===== config.mk =====
export PLATFORM = sky130hd
export DESIGN_NAME = vram_arbiter
export DESIGN_NICKNAME = d
export VERILOG_FILES = /design/src/rtl/vram_arbiter_pkg.sv /design/src/rtl/vram_arbiter.sv
export SDC_FILE = /design/constraint.sdc
export NUM_CORES = 1
export LEC_CHECK = 0
export ABC_AREA = 1
export BUFFER_PORTS_ARGS = -buffer_cell sky130_fd_sc_hd__buf_2
export CORE_MARGIN = 2
export CORE_UTILIZATION = 49
export CTS_BUF_LIST = sky130_fd_sc_hd__clkbuf_4 sky130_fd_sc_hd__clkbuf_8
export CTS_CLUSTER_DIAMETER = 150
export DETAILED_ROUTE_END_ITERATION = 10
export GPL_TIMING_DRIVEN = 0
export PLACE_DENSITY = 0.81
export SYNTH_ARGS = -nofsm -noshare
export SYNTH_HDL_FRONTEND = slang
export SYNTH_SLANG_ARGS = --single-unit

===== constraint.sdc =====
create_clock -name clk -period 1.8 [get_ports clk]
set_clock_uncertainty 0.05 [all_clocks]
set_input_delay 0.18 -clock clk [delete_from_list [all_inputs] [get_ports clk]]
set_output_delay 0.18 -clock clk [all_outputs]
set_load 0.02 [all_outputs]

===== src/rtl/vram_arbiter_pkg.sv =====
// Shared types and constants for the VRAM arbiter and the blocks that talk to it.
// Holds the sequencer state encoding, owner encoding and VRAM bus widths.
package vram_arbiter_pkg;

  localparam int VRAM_ADDR_WIDTH = 16;
  localparam int VRAM_DATA_WIDTH = 16;

  localparam logic OWNER_REN = 1'b0;
  localparam logic OWNER_MPU = 1'b1;

  typedef enum logic [1:0] {
    IDLE    = 2'd0,
    ACCESS  = 2'd1,
    RECOVER = 2'd2
  } vram_state_e;

endpackage


===== src/rtl/vram_arbiter.sv =====
// Arbitrates the single async-SRAM VRAM port between the scanline renderer and the
// MPU bridge, sequencing fixed-length strobes and capturing read data.
module vram_arbiter
  import vram_arbiter_pkg::*;
#(
  parameter int ADDR_WIDTH    = VRAM_ADDR_WIDTH,
  parameter int DATA_WIDTH    = VRAM_DATA_WIDTH,
  parameter int ACCESS_CYCLES = 2,
  parameter int MPU_MAX_WAIT  = 4
) (
  input  logic                  clk,
  input  logic                  reset,
  input  logic                  ren_req,
  input  logic [ADDR_WIDTH-1:0] ren_addr,
  output logic                  ren_done,
  output logic [DATA_WIDTH-1:0] ren_rdata,
  input  logic                  mpu_req,
  input  logic                  mpu_wr,
  input  logic [1:0]            mpu_be,
  input  logic [ADDR_WIDTH-1:0] mpu_addr,
  input  logic [DATA_WIDTH-1:0] mpu_wdata,
  output logic                  mpu_done,
  output logic [DATA_WIDTH-1:0] mpu_rdata,
  output logic                  owner,
  output logic                  vram_en,
  output logic                  vram_rd,
  output logic                  vram_wr,
  output logic [1:0]            vram_be,
  output logic [ADDR_WIDTH-1:0] vram_addr,
  output logic [DATA_WIDTH-1:0] vram_data_out,
  input  logic [DATA_WIDTH-1:0] vram_data_in
);

  localparam logic [2:0] LAST_CYC = 3'(ACCESS_CYCLES - 1);
  localparam logic [3:0] MAX_WAIT = 4'(MPU_MAX_WAIT);

  vram_state_e           state_q, state_d;
  logic [2:0]            cyc_cnt_q, cyc_cnt_d;
  logic [3:0]            wait_cnt_q, wait_cnt_d;
  logic                  op_wr_q, op_wr_d;
  logic                  owner_q, owner_d;
  logic                  ren_done_q, ren_done_d;
  logic                  mpu_done_q, mpu_done_d;
  logic [DATA_WIDTH-1:0] ren_rdata_q, ren_rdata_d;
  logic [DATA_WIDTH-1:0] mpu_rdata_q, mpu_rdata_d;
  logic                  vram_en_q, vram_en_d;
  logic                  vram_rd_q, vram_rd_d;
  logic                  vram_wr_q, vram_wr_d;
  logic [1:0]            vram_be_q, vram_be_d;
  logic [ADDR_WIDTH-1:0] vram_addr_q, vram_addr_d;
  logic [DATA_WIDTH-1:0] vram_data_out_q, vram_data_out_d;
  logic                  grant_mpu;

  always_comb begin
    state_d         = state_q;
    cyc_cnt_d       = cyc_cnt_q;
    wait_cnt_d      = wait_cnt_q;
    op_wr_d         = op_wr_q;
    owner_d         = owner_q;
    ren_done_d      = 1'b0;
    mpu_done_d      = 1'b0;
    ren_rdata_d     = ren_rdata_q;
    mpu_rdata_d     = mpu_rdata_q;
    vram_en_d       = vram_en_q;
    vram_rd_d       = vram_rd_q;
    vram_wr_d       = vram_wr_q;
    vram_be_d       = vram_be_q;
    vram_addr_d     = vram_addr_q;
    vram_data_out_d = vram_data_out_q;
    grant_mpu       = mpu_req && (!ren_req || (wait_cnt_q == MAX_WAIT));

    case (state_q)
      IDLE: begin
        if (ren_req || mpu_req) begin
          state_d   = ACCESS;
          cyc_cnt_d = '0;
          if (grant_mpu) begin
            owner_d     = OWNER_MPU;
            wait_cnt_d  = '0;
            op_wr_d     = mpu_wr;
            vram_addr_d = mpu_addr;
            if (mpu_wr) begin
              // An all-zero byte mask still burns the slot but never strobes the SRAM.
              vram_be_d       = mpu_be;
              vram_en_d       = |mpu_be;
              vram_wr_d       = |mpu_be;
              vram_rd_d       = 1'b0;
              vram_data_out_d = (|mpu_be) ? mpu_wdata : '0;
            end else begin
              vram_be_d       = 2'b11;
              vram_en_d       = 1'b1;
              vram_wr_d       = 1'b0;
              vram_rd_d       = 1'b1;
              vram_data_out_d = '0;
            end
          end else begin
            owner_d         = OWNER_REN;
            op_wr_d         = 1'b0;
            vram_addr_d     = ren_addr;
            vram_be_d       = 2'b11;
            vram_en_d       = 1'b1;
            vram_wr_d       = 1'b0;
            vram_rd_d       = 1'b1;
            vram_data_out_d = '0;
            if (mpu_req && (wait_cnt_q != MAX_WAIT)) begin
              wait_cnt_d = wait_cnt_q + 4'd1;
            end
          end
        end
      end
      ACCESS: begin
        if (cyc_cnt_q == LAST_CYC) begin
          state_d         = RECOVER;
          vram_en_d       = 1'b0;
          vram_rd_d       = 1'b0;
          vram_wr_d       = 1'b0;
          vram_data_out_d = '0;
          ren_done_d      = (owner_q == OWNER_REN);
          mpu_done_d      = (owner_q == OWNER_MPU);
          if (!op_wr_q) begin
            if (owner_q == OWNER_MPU) mpu_rdata_d = vram_data_in;
            else                      ren_rdata_d = vram_data_in;
          end
        end else begin
          cyc_cnt_d = cyc_cnt_q + 3'd1;
        end
      end
      RECOVER: state_d = IDLE;
      default: state_d = IDLE;
    endcase
  end

  always_ff @(posedge clk) begin
    if (reset) begin
      state_q         <= IDLE;
      cyc_cnt_q       <= '0;
      wait_cnt_q      <= '0;
      op_wr_q         <= 1'b0;
      owner_q         <= OWNER_REN;
      ren_done_q      <= 1'b0;
      mpu_done_q      <= 1'b0;
      ren_rdata_q     <= '0;
      mpu_rdata_q     <= '0;
      vram_en_q       <= 1'b0;
      vram_rd_q       <= 1'b0;
      vram_wr_q       <= 1'b0;
      vram_be_q       <= '0;
      vram_addr_q     <= '0;
      vram_data_out_q <= '0;
    end else begin
      state_q         <= state_d;
      cyc_cnt_q       <= cyc_cnt_d;
      wait_cnt_q      <= wait_cnt_d;
      op_wr_q         <= op_wr_d;
      owner_q         <= owner_d;
      ren_done_q      <= ren_done_d;
      mpu_done_q      <= mpu_done_d;
      ren_rdata_q     <= ren_rdata_d;
      mpu_rdata_q     <= mpu_rdata_d;
      vram_en_q       <= vram_en_d;
      vram_rd_q       <= vram_rd_d;
      vram_wr_q       <= vram_wr_d;
      vram_be_q       <= vram_be_d;
      vram_addr_q     <= vram_addr_d;
      vram_data_out_q <= vram_data_out_d;
    end
  end

  assign ren_done      = ren_done_q;
  assign ren_rdata     = ren_rdata_q;
  assign mpu_done      = mpu_done_q;
  assign mpu_rdata     = mpu_rdata_q;
  assign owner         = owner_q;
  assign vram_en       = vram_en_q;
  assign vram_rd       = vram_rd_q;
  assign vram_wr       = vram_wr_q;
  assign vram_be       = vram_be_q;
  assign vram_addr     = vram_addr_q;
  assign vram_data_out = vram_data_out_q;

endmodule

==> After elaboration in Yosys (flattened, before gate mapping) <==
Index checks and enable logic that the tools add are counted.
{ "word_totals": {"ff_bits": 82, "out_inout_bits": 72, "elab_cells": 77, "in_bits": 71} }
{ "op_classes": {"bitwise": 4, "n_reduce_logical": 17, "mux": 32, "n_eq_ne": 7, "n_addsub": 2} }
{ "ops": {"columns": ["cell", "n"], "rows": [
  ["16-bit 2-to-1 mux", 6],
  ["16-bit case mux with 2 select lines", 1],
  ["1-bit 2-to-1 mux", 12],
  ["3-bit AND reduction", 3],
  ["2-bit 2-to-1 mux", 4],
  ["4-bit 2-to-1 mux", 2],
  ["4-bit AND reduction", 2],
  ["3-bit 2-to-1 mux", 2],
  ["2-bit inequality test (second input constant)", 3],
  ["1-bit case mux with 2 select lines", 3],
  ["3-bit case mux with 2 select lines", 1],
  ["4-bit by 1-bit adder with 4-bit output (second input constant)", 1],
  ["4-bit by 3-bit equality test with 1-bit output (second input constant)", 1],
  ["4-bit by 3-bit inequality test with 1-bit output (second input constant)", 1],
  ["1-bit NOT", 4],
  ["2-bit case mux with 2 select lines", 1],
  ["2-bit AND reduction", 2],
  ["2-bit nonzero test", 2],
  ["3-bit by 1-bit adder with 3-bit output (second input constant)", 1],
  ["3-bit by 1-bit equality test with 1-bit output (second input constant)", 1],
  ["3-bit OR reduction", 1],
  ["2-bit by 1-bit equality test with 1-bit output (second input constant)", 1],
  ["1-bit logical AND", 2],
  ["2-bit zero test", 1],
  ["3 further kinds", 4]
]} }

==> Longest topological paths before layout <==
{ "depth": {"depth_word": 6, "mapped_depth": 10, "mapped_depth_nobuf": 9} }

==> Worst setup path before layout <==
No wires, ideal clock.
{ "synth_timing": {"path_type": "register to register", "start": "reg wait_cnt_q[0]", "end": "reg vram_addr_q[10] (netlist: vram_addr[10])", "synth_period_minus_slack_ns": 1.390, "n_path_buf": 1, "t_arrival_ns": 1.284, "setup_ns": 0.056, "path_stages_with_launch": 11, "t_required_ns": 1.694, "setup_slack_ns": 0.410, "path_cell_list": "dfxtp_1 > inv_1 > ha_1 > nand3_2 > nand2_1 > nand2_2 > buf_2 > nand2_1 > nand3_1 > nand2_1 > inv_1"} }
{ "synth_via": {"elab_chain_len": 4} }
{ "synth_lines": {"columns": ["item", "line", "source"], "rows": [
  ["start, declared", "vram_arbiter.sv:39", "logic [3:0] wait_cnt_q, wait_cnt_d;"],
  ["start signal, assigned", "vram_arbiter.sv:153", "wait_cnt_q <= wait_cnt_d;"],
  ["4-bit by 3-bit equality test with 1-bit output", "vram_arbiter.sv:70", "grant_mpu = mpu_req && (!ren_req || (wait_cnt_q == MAX_WAIT));"],
  ["1-bit logical OR", "vram_arbiter.sv:70", null],
  ["1-bit logical AND", "vram_arbiter.sv:70", null],
  ["16-bit 2-to-1 mux", "vram_arbiter.sv:77", "if (grant_mpu) begin"],
  ["end signal, assigned", "vram_arbiter.sv:164", "vram_addr_q <= vram_addr_d;"],
  ["end, declared", "vram_arbiter.sv:50", "logic [ADDR_WIDTH-1:0] vram_addr_q, vram_addr_d;"]
]} }
No other way between the ends.
A chain may end at the register's enable or synchronous reset.

==> Worst setup path in the final report <==
{ "layout_timing": {"start": "reg cyc_cnt_q[0]", "end": "reg ren_rdata_q[8] (netlist: ren_rdata[8])"} }
{ "layout_via": {"elab_chain_len": 2} }
{ "layout_lines": {"columns": ["item", "line", "source"], "rows": [
  ["start, declared", "vram_arbiter.sv:38", "logic [2:0] cyc_cnt_q, cyc_cnt_d;"],
  ["start signal, assigned", "vram_arbiter.sv:152", "cyc_cnt_q <= cyc_cnt_d;"],
  ["3-bit by 1-bit equality test with 1-bit output", "vram_arbiter.sv:112", "if (cyc_cnt_q == LAST_CYC) begin"],
  ["4-bit AND reduction (no source line)", null, null],
  ["end signal, assigned", "vram_arbiter.sv:158", "ren_rdata_q <= ren_rdata_d;"],
  ["end, declared", "vram_arbiter.sv:44", "logic [DATA_WIDTH-1:0] ren_rdata_q, ren_rdata_d;"]
]} }
No other way between the ends.

==> metrics <==
status complete, no violations; Slew Limit Fails 0; initial antenna violation count 0; CP endpoint kind flop; Post-CTS Setup Repair Bufs 0; CTS Hold Bufs 0; Post-synth EDFFs 0; drt initial violations approximately 110; Die Wd just under 90 µm; RSZ-0062 raised after global routing no; synthesized area per cell approximately 7.5 µm²; GPL Wtd Cong 0.820; cells after synthesis 456; Clk pwr share 0.324; via count ~3400; Clock Latency Late Sink 0.34 ns; Seq pwr share 0.482; main combinational cell family by area after synthesis simple AND/OR/NAND/NOR gates; Yosys reg bits 82; # diodes 0; Comb pwr share 0.193; Site Rows 30; Die H 87.6 µm; Hold Fails Final Rpt 0; simple-gate area share of the yosys netlist 0.265; internal cell power 2.90 mW; vias in the first global route 3144; Max clock buf depth 2; DRC viols 0; register area share after synthesis 0.479; worst-path maximum fanout 10; post-synthesis mux area share 0; routed len/inst between 10 and 15 µm; sw frac 0.291; Critical Path AT 1.85 ns; Cell variety after synth 29; CTS buffer count 9; Post-Place Worst Slack 0.0902 ns; GR Util All Layers 0.221; slew margin rel. 0.650; WS Path Type reg -> reg; P&R area growth vs syn 29.8%; top_reg_cell synth dfxtp_1; Worst setup SP type flop; clk sinks 82; I/O Buffers between 100 and 150; post-cts sizing count 0; Final Critical Period about 1.7 ns; worst vdd ir ~0.00045 V; P per Cell Area between 900 and 1000 nW/µm²; Top Ports about 140; LEAKAGE between 2 and 2.5 nW; # Max-Cap Violations 0; core area just under 7000 µm²; CTS tree built; Via density between 4 and 5; largest net degree at the start of global routing 14; Die Area approximately 7700 µm²; crit share post-route 0.923; nets@finish between 600 and 700; final setup margin roughly 0.14 ns; final wirelength around 8300 µm; clock-pin slew on the worst setup and hold paths about 0.080 ns; Synth Cell Area around 3400 µm²; Compound-Gate Fraction of Synth Area 0.124; Hold WS around 0.051 ns; most used routing layer met2; layout cell share with drive strength beyond 1 0.314; Post-DRT Antenna Nets 0; met1 track demand over resource 0.271; GRT overflow 0; grt met2 use 0.366; Async SR Flop Fraction 0; H-Tree Depth 3; max frequency between 0.6 and 0.7 GHz; Synth Area in XOR/XNOR 0.00256; worst min-delay path class in -> reg; footprint of the multi-input gates approximately 1400 µm²; adder-cell share of the synthesized area 0.0146; TNS Setup 0 ns; fillers 590; Initial Util 0.504; Critical Path RT slightly below 2 ns; P_sw roughly 1.2 mW; synthesized net count 531; first-pass GRT wire length 13500 µm; hpwl dp around 6300 µm; YS warnings 0; met3 GRT Util 0.0490; Pre-antenna DRT Iters 5; setup violators final 0; slew at the pin with the worst max-slew slack between 0.5 and 0.6 ns; CTS root buf clkbuf_8; sequential cell area ~1600 µm²
path summary, 6_finish.rpt:
kind,from,endpoint,slack [ns],cells past startpoint
setup reg to reg,cyc_cnt_q[0],ren_rdata[8],0.14,7
hold reg to reg,mpu_rdata[10],mpu_rdata[10],0.40,2
setup / recovery,cyc_cnt_q[0],ren_rdata[8],0.14,7
hold / removal,mpu_be[1],vram_be[1],0.05,3
logic make-up (layout without fill, tap and decap cells):
family | Yosys count | in the layout
AOI/OAI and AO/OA | 82 | 82
xor gates and xnor gates | 1 | 1
adders and majority gates | 4 | 4
buffers and inverters | 79 | 235
DFF | 82 | 82
and+or+nand+nor | 208 | 208
Yosys cell counts (2+ instances only):
cell | count | area share
nand2_1 | 83 | 0.091
dfxtp_1 | 82 | 0.48
nor2_1 | 74 | 0.081
inv_1 | 48 | 0.053
a21oi_1 | 42 | 0.061
o21ai_0 | 34 | 0.050
nand3_1 | 20 | 0.029
nand4_1 | 16 | 0.029
clkbuf_1 | 6 | 0.0066
inv_2 | 6 | 0.0066
buf_4 | 5 | 0.011
nor3_1 | 5 | 0.0073
buf_6 | 4 | 0.013
ha_1 | 4 | 0.015
buf_2 | 3 | 0.0044
clkbuf_8 | 3 | 0.012
nand2_2 | 3 | 0.0055
nand3_2 | 3 | 0.0088
buf_1 | 2 | 0.0022
nor2_2 | 2 | 0.0037
o21ai_1 | 2 | 0.0029
o22ai_1 | 2 | 0.0037
power groups by stage:
stage | registers [mW] | logic (mW) | clock network (mW)
4_1_cts | 1.97 | 0.794 | 1.35
6_report | 1.97 | 0.791 | 1.33
2_1_floorplan | 2.13 | 0.409 | 0
3_5_place_dp | 2.01 | 0.792 | 0
3_3_place_gp | 2.01 | 0.775 | 0
5_1_grt | 1.99 | 0.881 | 1.44
metrics by stage:
| step | cell area [µm²] | utilization | total power [mW] | std cells |
|---|---|---|---|---|
| finish | 4450 | 0.655 | 4.09 | 708 |
| global route | 4450 | 0.655 | 4.31 | 708 |
| CTS | 4450 | 0.655 | 4.12 | 708 |
| detailed placement | 4250 | 0.625 | 2.81 | 692 |
| global placement | 4250 | 0.625 | 2.79 | 692 |
| floorplan | 3430 | - | 2.54 | 456 |
metal layers:
metal	up-vias	part of all wire
met2	133	0.45
met1	1519	0.45
met4	0	0.022
li1	1753	-
met5	-	0
met3	19	0.076
cells in the final DEF (no fill, tap or decap), drive strengths merged:
master,count
buf,155
nand2,87
dfxtp,82
nor2,77
inv,55
a21oi,43
o21ai,36
nand3,23
clkbuf,20
nand4,16
nor3,5
ha,4
clkinv,4
o22ai,2
a211oi,1
xor2,1
bufinv,1
state kept, by name, indices dropped and copies added, names as in the netlist, 2 cells and up:
name,flops
cyc_cnt_q,3
vram_be,2
state_q,2
mpu_rdata,16
vram_data_out,16
wait_cnt_q,4
ren_rdata,16
vram_addr,16
cell type report:
class                      count  area share
timing repair buffer         140       0.157
sequential                    82       0.369
multi-input combinational    295       0.313
tap                           96      0.0270
buffer                        24      0.0419
inverter                      55      0.0470
clock buffer                  11      0.0326
clock inverter                 5      0.0121
critical path: stages (launching register included):
cell,delay (ns)
dfxtp_1,0.40
ha_1,0.18
nand2_1,0.10
nor2_2,0.15
nand3_2,0.19
clkbuf_2,0.24
o21ai_0,0.19
nor2_1,0.05
Note: power is estimated with default switching activity, not from simulation.
